===== src/rtl/pulse_train_receiver_pkg.sv =====
// Shared types and defaults for the pulse-train receiver.
package pulse_rx_pkg;

  typedef enum logic [1:0] {IDLE, COUNT, DONE} state_e;

  localparam int CNT_W_DEF        = 3;
  localparam int IDLE_TIMEOUT_DEF = 8;
  localparam int MAX_HIGH_DEF     = 4;

  // la_data_out field positions for the default CNT_W
  localparam int CNT_LSB = 0;
  localparam int VALID   = CNT_W_DEF;
  localparam int OVF     = CNT_W_DEF + 1;
  localparam int ERR     = CNT_W_DEF + 2;

endpackage


===== src/rtl/pulse_train_receiver_if.sv =====
// Pad and logic-analyzer signals of the pulse-train receiver.
interface pulse_train_receiver_if
  import pulse_rx_pkg::*;
#(
  parameter int CNT_W = CNT_W_DEF
);
  logic             io_in;
  logic             io_oeb;
  logic [1:0]       la_data_in;
  logic [1:0]       la_oenb;
  logic [CNT_W+2:0] la_data_out;

  modport master (output io_in, la_data_in, la_oenb, input io_oeb, la_data_out);
  modport slave  (input io_in, la_data_in, la_oenb, output io_oeb, la_data_out);
endinterface


===== src/rtl/pulse_train_receiver_sync_edge_detect.sv =====
// Optional N-flop synchroniser followed by a delay flop for rising-edge detect.
module sync_edge_detect #(
  parameter int SYNC_STAGES = 2
) (
  input  logic clk_i,
  input  logic rst_i,
  input  logic d_i,
  output logic level_o,
  output logic rise_o
);
  logic dly_q;

  if (SYNC_STAGES == 0) begin : g_nosync
    assign level_o = d_i;
  end else begin : g_sync
    logic [SYNC_STAGES-1:0] sync_q;
    always_ff @(posedge clk_i or posedge rst_i) begin
      if (rst_i) sync_q <= '0;
      else       sync_q <= SYNC_STAGES'({sync_q, d_i});
    end
    assign level_o = sync_q[SYNC_STAGES-1];
  end

  always_ff @(posedge clk_i or posedge rst_i) begin
    if (rst_i) dly_q <= 1'b0;
    else       dly_q <= level_o;
  end

  assign rise_o = level_o & ~dly_q;
endmodule


===== src/rtl/pulse_train_receiver.sv =====
// Counts rising edges of io_in per burst and publishes the count on la_data_out.
// Define PULSE_ERR_EN to flag over-long high levels in the err bit.
module pulse_train_receiver
  import pulse_rx_pkg::*;
#(
  parameter int CNT_W        = CNT_W_DEF,
  parameter int IDLE_TIMEOUT = IDLE_TIMEOUT_DEF,
  parameter int MAX_HIGH     = MAX_HIGH_DEF
) (
  input  logic                  wb_clk_i,
  input  logic                  wb_rst_i,
  pulse_train_receiver_if.slave bus
);
  localparam int IDLE_W = $clog2(IDLE_TIMEOUT);

  state_e           state_q, state_d;
  logic [CNT_W-1:0] cnt_q, cnt_d;
  logic             ovf_q, ovf_d;
  logic             err_q, err_d;
  logic [IDLE_W-1:0] idle_q, idle_d;
  logic [CNT_W+2:0] res_q, res_d;

  logic pin_lvl, pin_rise, ack_raw, ack_rise, ack_lvl_unused, en, err_set;

  assign en      = bus.la_oenb[1] | bus.la_data_in[1];
  assign ack_raw = bus.la_data_in[0] & ~bus.la_oenb[0];

  sync_edge_detect #(.SYNC_STAGES(2)) u_pin (
    .clk_i(wb_clk_i), .rst_i(wb_rst_i), .d_i(bus.io_in),
    .level_o(pin_lvl), .rise_o(pin_rise)
  );

  sync_edge_detect #(.SYNC_STAGES(0)) u_ack (
    .clk_i(wb_clk_i), .rst_i(wb_rst_i), .d_i(ack_raw),
    .level_o(ack_lvl_unused), .rise_o(ack_rise)
  );

`ifdef PULSE_ERR_EN
  localparam int HR_W = $clog2(MAX_HIGH + 1);
  logic [HR_W-1:0] hr_q;

  // length of the current high run on the synchronised pin, saturating
  always_ff @(posedge wb_clk_i or posedge wb_rst_i) begin
    if (wb_rst_i)                      hr_q <= '0;
    else if (!pin_lvl)                 hr_q <= '0;
    else if (hr_q != HR_W'(MAX_HIGH))  hr_q <= hr_q + 1'b1;
  end

  assign err_set = pin_lvl && (hr_q >= HR_W'(MAX_HIGH));
`else
  localparam int max_high_unused = MAX_HIGH;
  logic pin_lvl_unused;
  assign pin_lvl_unused = pin_lvl;
  assign err_set        = 1'b0;
`endif

  always_comb begin
    state_d = state_q;
    cnt_d   = cnt_q;
    ovf_d   = ovf_q;
    err_d   = err_q;
    idle_d  = idle_q;
    res_d   = res_q;
    unique case (state_q)
      IDLE: begin
        cnt_d  = '0;
        ovf_d  = 1'b0;
        err_d  = 1'b0;
        idle_d = '0;
        if (pin_rise && en) begin
          state_d = COUNT;
          cnt_d   = CNT_W'(1);
        end
      end
      COUNT: begin
        if (!en) begin
          state_d = IDLE;
          cnt_d   = '0;
          ovf_d   = 1'b0;
          err_d   = 1'b0;
          idle_d  = '0;
        end else begin
          err_d = err_q | err_set;
          if (pin_rise) begin
            idle_d = '0;
            if (cnt_q == '1) ovf_d = 1'b1;
            else             cnt_d = cnt_q + 1'b1;
          end else if (idle_q == IDLE_W'(IDLE_TIMEOUT - 1)) begin
            state_d = DONE;
            res_d   = {err_d, ovf_q, 1'b1, cnt_q};
          end else begin
            idle_d = idle_q + 1'b1;
          end
        end
      end
      DONE: begin
        // ack takes priority; pin edges are ignored while a result is held
        if (ack_rise) begin
          state_d = IDLE;
          res_d   = '0;
        end
      end
      default: state_d = IDLE;
    endcase
  end

  always_ff @(posedge wb_clk_i or posedge wb_rst_i) begin
    if (wb_rst_i) begin
      state_q <= IDLE;
      cnt_q   <= '0;
      ovf_q   <= 1'b0;
      err_q   <= 1'b0;
      idle_q  <= '0;
      res_q   <= '0;
    end else begin
      state_q <= state_d;
      cnt_q   <= cnt_d;
      ovf_q   <= ovf_d;
      err_q   <= err_d;
      idle_q  <= idle_d;
      res_q   <= res_d;
    end
  end

  assign bus.la_data_out = res_q;
  assign bus.io_oeb      = 1'b1;
endmodule


===== src/flat_wrapper.sv =====
// flat-port wrapper written by rule: the top's interface ports become plain ports
module pulse_train_receiver_flat import pulse_rx_pkg::*;
#(
  parameter int CNT_W        = CNT_W_DEF,
  parameter int IDLE_TIMEOUT = IDLE_TIMEOUT_DEF,
  parameter int MAX_HIGH     = MAX_HIGH_DEF
)
  (wb_clk_i, wb_rst_i, bus_io_in, bus_la_data_in, bus_la_oenb, bus_io_oeb, bus_la_data_out);
  pulse_train_receiver_if #(.CNT_W(CNT_W)) bus_i ();
  input  logic wb_clk_i;
  input  logic wb_rst_i;
  input wire logic [$bits(bus_i.io_in)-1:0] bus_io_in;
  input wire logic [$bits(bus_i.la_data_in)-1:0] bus_la_data_in;
  input wire logic [$bits(bus_i.la_oenb)-1:0] bus_la_oenb;
  output wire logic [$bits(bus_i.io_oeb)-1:0] bus_io_oeb;
  output wire logic [$bits(bus_i.la_data_out)-1:0] bus_la_data_out;
  assign bus_i.io_in = bus_io_in;
  assign bus_i.la_data_in = bus_la_data_in;
  assign bus_i.la_oenb = bus_la_oenb;
  assign bus_io_oeb = bus_i.io_oeb;
  assign bus_la_data_out = bus_i.la_data_out;
  pulse_train_receiver #(.CNT_W(CNT_W), .IDLE_TIMEOUT(IDLE_TIMEOUT), .MAX_HIGH(MAX_HIGH)) u_core (.wb_clk_i(wb_clk_i), .wb_rst_i(wb_rst_i), .bus(bus_i));
endmodule

===== config.mk =====
export PLATFORM = sky130hd
export DESIGN_NAME = pulse_train_receiver_flat
export DESIGN_NICKNAME = d
export VERILOG_FILES = /design/src/rtl/pulse_train_receiver_pkg.sv /design/src/rtl/pulse_train_receiver_if.sv /design/src/rtl/pulse_train_receiver_sync_edge_detect.sv /design/src/rtl/pulse_train_receiver.sv /design/src/flat_wrapper.sv
export SDC_FILE = /design/constraint.sdc
export NUM_CORES = 1
export LEC_CHECK = 0
export ABC_CLOCK_PERIOD_IN_PS = 1900
export BUFFER_PORTS_ARGS = -buffer_cell sky130_fd_sc_hd__buf_2
export CAP_MARGIN = 20
export CORE_MARGIN = 1
export CORE_UTILIZATION = 40
export DETAILED_ROUTE_END_ITERATION = 10
export MAX_ROUTING_LAYER = met4
export SLEW_MARGIN = 20
export SYNTH_ARGS = -nofsm -noshare
export SYNTH_HDL_FRONTEND = slang
export SYNTH_SLANG_ARGS = --single-unit

===== constraint.sdc =====
create_clock -name wb_clk_i -period 1.9 [get_ports wb_clk_i]
set_clock_uncertainty 0.2 [all_clocks]
set_input_delay 0.285 -clock wb_clk_i [delete_from_list [all_inputs] [get_ports wb_clk_i]]
set_output_delay 0.285 -clock wb_clk_i [all_outputs]
set_load 0.1 [all_outputs]

==> out/metrics.cfg, run 1 <==
[die]
die_w_um=51.1
dieArea_um2=2610
num_rows=17
die_height_um=51.1
io_pins=14
start_util=0.431
core-area_um2=2230

[finish]
fin_area_um2=1160
fin_nets=126
most-common-layout-cells=18 x dfrtp_1, 11 x buf_2, 9 x buf_4
antennaDiodeCount=0
area_delta_synth_final_pct=20.8
mostFrequentLayoutCell=dfrtp_1
layout-drive-gt1-share=0.321

[placement]
gp_congestion=0.748
port_buffers=11
dp_hpwl_um=1220
placed_cell_area_um2=1080

[setup_path]
setup.worst_path.start=u_core.state_q[1]
cp-end-kind=register
reg2reg_to=u_core.idle_q[0]
r2r_slack_ps=100
worstPathArrival_ps=1780
cp-endpoint=u_core.idle_q[0]
r2r-start=u_core.state_q[1]
cp.required_ps=1880
criticalPathCategory=reg -> reg
start_kind=register
r2r_cells=5
crit_fanout=6

[global_routing]
grt_max_degree=19
antenna_found_initial=0
grt_use_total=0.154
overflow=0
grt_pass1_wl_um=2870
grt_pass1_vias=706

[synth]
synth_seq_cells=18
synth_area_um2=963
syn_area_per_cell_um2=11.2
synth_area_leaders=dfrtp_1 47%, ha_1 10%, mux2_2 5.8%, inv_1 3.5%, nor2b_1 3.2%
postSynthCellCount=86
yosys_warnings=0
synth-seq-area-share=0.468
synth_ff_type=dfrtp_1
async_reset_ff_frac=1.00
synth_edf_count=0
synthDistinctLibCells=30
yosysTopAreaCell=dfrtp_1
synth.top_cell.area_share=0.468
mappedNetlistNets=101

[clock_tree]
cts_tree=built
clock-sinks=18
numCtsBuffers=3
clkTransAtPathRegs_ps=100
root_buffer=clkbuf_4
htreeDepth=1
clk-insertion-delay-late_ps=290
clockBufferDepth=2

[route]
via_per_inst=5.15
wl_per_cell_um=11.8
route.vias.total=706
drtPass1Iterations=4
ant_nets=0
drt-total-wl_um=1620
drt-initial-drc-count=12
routedLengthMet1_um=731
wl_met2_um=805
top_layer_used=met4
wl_met3_um=65
drc=0

[timing]
fmax_ghz=0.554
worst_pin_slew_ps=687
setup_viol=0
slew_viol_final=0
finalCritPeriodShare=0.949
finalCriticalPeriod_ps=1800
relSlewSlack=0.541
whs_ps=135
hold_violations=0

[power_and_ir_drop]
power.density_nw_per_um2=1210
irDropWorstVdd_v=0.000726
p_leak_nw=0.569

[min_path]
min_path_type=in -> reg
hold_path_depth=3

[run_status]
status=finished, final reports clean

[flow_run]
maxCapViolCount=0

sequential cells by signal (all words and copies together) (netlist names):
register                    count
u_core.bus.la_data_out          5
u_core.idle_q                   3
u_core.u_pin.dly_q              1
u_core.state_q                  2
u_core.u_pin.g_sync.sync_q      2
u_core.ovf_q                    1
u_core.u_ack.dly_q              1
u_core.cnt_q                    3
power breakdown:
part	leakage, nW	internal [mW]	switching, mW
clock network	0.0138	0.0738	0.110
logic	0.323	0.266	0.439
registers	0.232	0.465	0.0485
per-stage QoR:
stage,total power [mW],util,instances,setup TNS (ps),setup slack (ps)
2_1_floorplan,1.04,-,86,0,47.7
3_3_place_gp,1.18,0.483,129,0,36.2
3_5_place_dp,1.18,0.483,129,0,1.14
4_1_cts,1.38,0.507,135,0,5.03
5_1_grt,1.50,0.521,137,-15.1,-6.57
6_report,1.40,0.521,137,0,96.4
cell usage after synthesis, types with 3 or more instances:
cell type,instances
nor3_1,3
nor2b_1,5
nand3_1,3
o21ai_0,4
inv_1,9
mux2_2,5
ha_1,8
nor2_1,5
dfrtp_1,18
how the worst min path moves through the flow:
stage                                          endpoint                           from  slack (ps)
after floorplan               u_core.bus.la_data_out[0]                       wb_rst_i          20
after global routing      u_core.u_pin.g_sync.sync_q[1]  u_core.u_pin.g_sync.sync_q[0]         180
after detailed placement  u_core.u_pin.g_sync.sync_q[1]  u_core.u_pin.g_sync.sync_q[0]         140
after CTS                               u_core.cnt_q[0]                 bus_la_oenb[1]         130
after global placement    u_core.u_pin.g_sync.sync_q[1]  u_core.u_pin.g_sync.sync_q[0]         140
final                                   u_core.cnt_q[0]                 bus_la_oenb[1]         130
cell type report:
class / instances / area (µm²)
fillers: 205 / 1070
multi-input cells: 56 / 469
flip-flops and latches: 18 / 450
repair buffers: 23 / 153
well taps: 28 / 35.0
inverters: 9 / 33.8
clock buffers: 3 / 22.5
layer usage:
metal	GRT usage	vias up
met5	-	-
met4	0.0417	0
met3	0.0536	4
met2	0.279	14
met1	0.155	341
li1	-	347
worst max-delay path: stages (launching register included):
cell     delay, ps
dfrtp_1        370
inv_1           90
ha_1           250
o21a_2         180
a31oi_1        240
mux2_2         360
logic make-up (layout without fill, tap and decap cells):
family / Yosys count / count (layout) / synth area share
AOI/OAI and AO/OA: 19 / 19 / 0.160
adders and majority gates: 8 / 8 / 0.104
buffers and inverters: 12 / 35 / 0.0623
DFF: 18 / 18 / 0.468
muxes: 6 / 6 / 0.0688
other: 2 / 2 / 0.00780
and+or+nand+nor: 21 / 21 / 0.130
timing repair:
action / in CTS / in global routing
pin swaps: 1 / 1
gates resized for setup: 1 / 5
setup endpoints to repair: 5 / 11
endpoints found under the hold margin: 20 / 0
buffers inserted: 0 / 2
hold buffers: 3 / 0
Note: power is estimated with default switching activity, not from simulation.
==> inputs of run 2 (changes only) <==
--- a/config.mk
+++ b/config.mk
@@ -5,12 +5,14 @@
 export SDC_FILE = /design/constraint.sdc
 export NUM_CORES = 1
 export LEC_CHECK = 0
+export ABC_AREA = 1
 export ABC_CLOCK_PERIOD_IN_PS = 1900
 export BUFFER_PORTS_ARGS = -buffer_cell sky130_fd_sc_hd__buf_2
 export CAP_MARGIN = 20
 export CORE_MARGIN = 1
 export CORE_UTILIZATION = 40
 export DETAILED_ROUTE_END_ITERATION = 10
+export GPL_ROUTABILITY_DRIVEN = 0
 export MAX_ROUTING_LAYER = met4
 export SLEW_MARGIN = 20
 export SYNTH_ARGS = -nofsm -noshare
==> out/metrics.cfg, run 2 <==
[run_status]
status=finished, final reports clean  ; unchanged

[finish]
antennaDiodeCount=0  ; unchanged
mostFrequentLayoutCell=nand2_1  ; was dfrtp_1
largest_register_ffs=5  ; unchanged
fin_nets=155  ; was 126
most-common-layout-cells=33 x nand2_1, 18 x dfrtp_1, 15 x inv_1  ; was 18 x dfrtp_1, 11 x buf_2, 9 x buf_4
layout-drive-gt1-share=0.223  ; was 0.321
area_delta_synth_final_pct=15.1  ; was 20.8%

[timing]
finalSetupTns_ps=0  ; unchanged
relSlewSlack=0.544  ; was 0.541
fmax_ghz=0.605  ; was 0.554 GHz
finalCriticalPeriod_ps=1650  ; was 1800 ps
whs_ps=166  ; was 135 ps
finalCritPeriodShare=0.870  ; was 0.949
layout_setup_ws_ps=247  ; was 96.4 ps
slew_viol_final=0  ; unchanged
rsz0062_at_grt=no
worst_pin_slew_ps=684  ; was 687 ps
setup_viol=0  ; unchanged
hold_violations=0  ; unchanged

[placement]
pre_cts_ws_ps=245  ; was 1.14 ps
dp_hpwl_um=1330  ; was 1220 µm
port_buffers=11  ; unchanged

[setup_path]
crit_fanout=7  ; was 6
r2r_cells=6  ; was 5
worstPathArrival_ps=1660  ; was 1780 ps
criticalPathCategory=reg -> reg  ; unchanged
start_kind=register  ; unchanged
cp-end-kind=register  ; unchanged
cp.required_ps=1910  ; was 1880 ps

[power_and_ir_drop]
p_leak_nw=0.623  ; was 0.569 nW
power.density_nw_per_um2=1580  ; was 1210 nW/µm²
irDropWorstVdd_v=0.000796  ; was 0.000726 V

[global_routing]
overflow=0  ; unchanged
grt_use_total=0.175  ; was 0.154
grt_max_degree=19  ; unchanged
grt_pass1_vias=752  ; was 706
antenna_found_initial=0  ; unchanged
grt_pass1_wl_um=3220  ; was 2870 µm

[clock_tree]
cts_tree=built  ; unchanged
clockBufferDepth=2  ; unchanged
clk-insertion-delay-late_ps=300  ; was 290 ps
numCtsBuffers=3  ; unchanged
clock-sinks=18  ; unchanged
htreeDepth=1  ; unchanged
cts_resized=0  ; was 1
root_buffer=clkbuf_4  ; unchanged
clkTransAtPathRegs_ps=110  ; was 100 ps

[synth]
synthDistinctLibCells=19  ; was 30
synth_area_leaders=dfrtp_1 45%, nand2_1 12%, ha_1 10%, inv_1 5.6%, nand3_1 5.5%  ; was dfrtp_1 47%, ha_1 10%, mux2_2 5.8%, inv_1 3.5%, nor2b_1 3.2%
synth.top_cell.area_share=0.448  ; was 0.468
postSynthCellCount=122  ; was 86
synth_ff_type=dfrtp_1  ; unchanged
yosysTopAreaCell=dfrtp_1  ; unchanged
mappedNetlistNets=137  ; was 101
yosys.cell_count.top_type=nand2_1  ; was dfrtp_1
synthTopCellsByCount=33 x nand2_1, 18 x dfrtp_1, 15 x inv_1  ; was 18 x dfrtp_1, 9 x inv_1, 8 x ha_1
async_reset_ff_frac=1.00  ; unchanged
synth_area_um2=1000  ; was 963 µm²
syn_area_per_cell_um2=8.24  ; was 11.2 µm²
yosys_warnings=0  ; unchanged
synth-seq-area-share=0.448  ; was 0.468
synth_edf_count=0  ; unchanged
synth_seq_cells=18  ; unchanged

[die]
start_util=0.437  ; was 0.431
core-area_um2=2300  ; was 2230 µm²
io_pins=14  ; unchanged
die_height_um=52.1  ; was 51.1 µm
dieArea_um2=2720  ; was 2610 µm²
num_rows=17  ; unchanged
die_w_um=52.1  ; was 51.1 µm

[route]
drc=0  ; unchanged
ant_nets=0  ; unchanged
route.vias.total=781  ; was 706
drt-total-wl_um=1780  ; was 1620 µm
drt-initial-drc-count=13  ; was 12
via_per_inst=4.68  ; was 5.15
wl_per_cell_um=10.6  ; was 11.8 µm
drtPass1Iterations=4  ; unchanged

[flow_run]
maxCapViolCount=0  ; unchanged

[min_path]
min_path_type=reg -> reg  ; was in -> reg
hold_path_depth=0  ; was 3

-- run 2: cell types whose count changed after synthesis, sizes merged, moves of 4 or more --
cell | previous run | this run
inv | 9 | 18
nor2b | 5 | 0
o21ai | 5 | 9
nor2 | 5 | 9
mux2 | 5 | 0
nand3 | 3 | 11
nand2 | 1 | 39
-- run 2: cells by family (layout without fill, tap and decap cells) --
group | after synthesis | in the layout | synth area share
AOI/OAI and AO/OA | 11 | 11 | 0.0735
adders and majority gates | 8 | 8 | 0.0996
buffers and inverters | 20 | 37 | 0.0822
DFF | 18 | 18 | 0.448
other | 2 | 2 | 0.00747
and+or+nand+nor | 63 | 63 | 0.289
-- run 2: area by class of cell --
| type | count | area (µm²) |
|---|---|---|
| fill | 222 | 1140 |
| multi-input combinational | 84 | 472 |
| sequential | 18 | 450 |
| timing repair buffer | 15 | 95.1 |
| inverter | 18 | 67.6 |
| clock buffer | 4 | 36.3 |
| tap | 28 | 35.0 |
-- run 2: report_power, final --
part           internal, mW  switching (mW)  leakage [nW]
Combinational         0.275           0.745         0.368
Clock                 0.117           0.126        0.0210
Sequential            0.491          0.0742         0.234
Total                 0.883           0.945         0.623
-- run 2: routing by layer --
layer	track usage	wire, µm	vias to the layer above
li1	-	-	416
met4	0.108	52	0
met5	-	0	-
met2	0.280	839	16
met3	0.0263	45	5
met1	0.205	838	344
-- run 2: through the flow --
step                std cells  cell area, µm²   util  power (mW)
CTS                       167            1160  0.503        1.85
floorplan                 122            1000      -        1.42
finish                    167            1160  0.503        1.83
global placement          159            1080  0.470        1.57
global route              167            1160  0.503        1.99
detailed placement        159            1080  0.470        1.59
-- run 2: path summary, 6_finish.rpt --
check,startpoint,endpoint,slack [ps]
max in group asynchronous,wb_rst_i,u_core.cnt_q[1],650
max,u_core.state_q[0],u_core.bus.la_data_out[3],250
min reg2reg,u_core.u_pin.g_sync.sync_q[0],u_core.u_pin.g_sync.sync_q[1],170
min in group asynchronous,wb_rst_i,u_core.bus.la_data_out[3],410
min,u_core.u_pin.g_sync.sync_q[0],u_core.u_pin.g_sync.sync_q[1],170
max reg2reg,u_core.state_q[0],u_core.bus.la_data_out[3],250
-- run 2: critical path, cell delays in order (launching register included) --
cell	delay (ps)
dfrtp_1	420
inv_1	80
ha_1	290
a21oi_2	290
nand2_2	130
nand2_1	80
nand2_1	50
-- run 2: what timing repair did --
action / in CTS / in global routing
hold buffers: 4 / 0
setup buffers: 0 / 0
hold endpoints to repair: 20 / 0
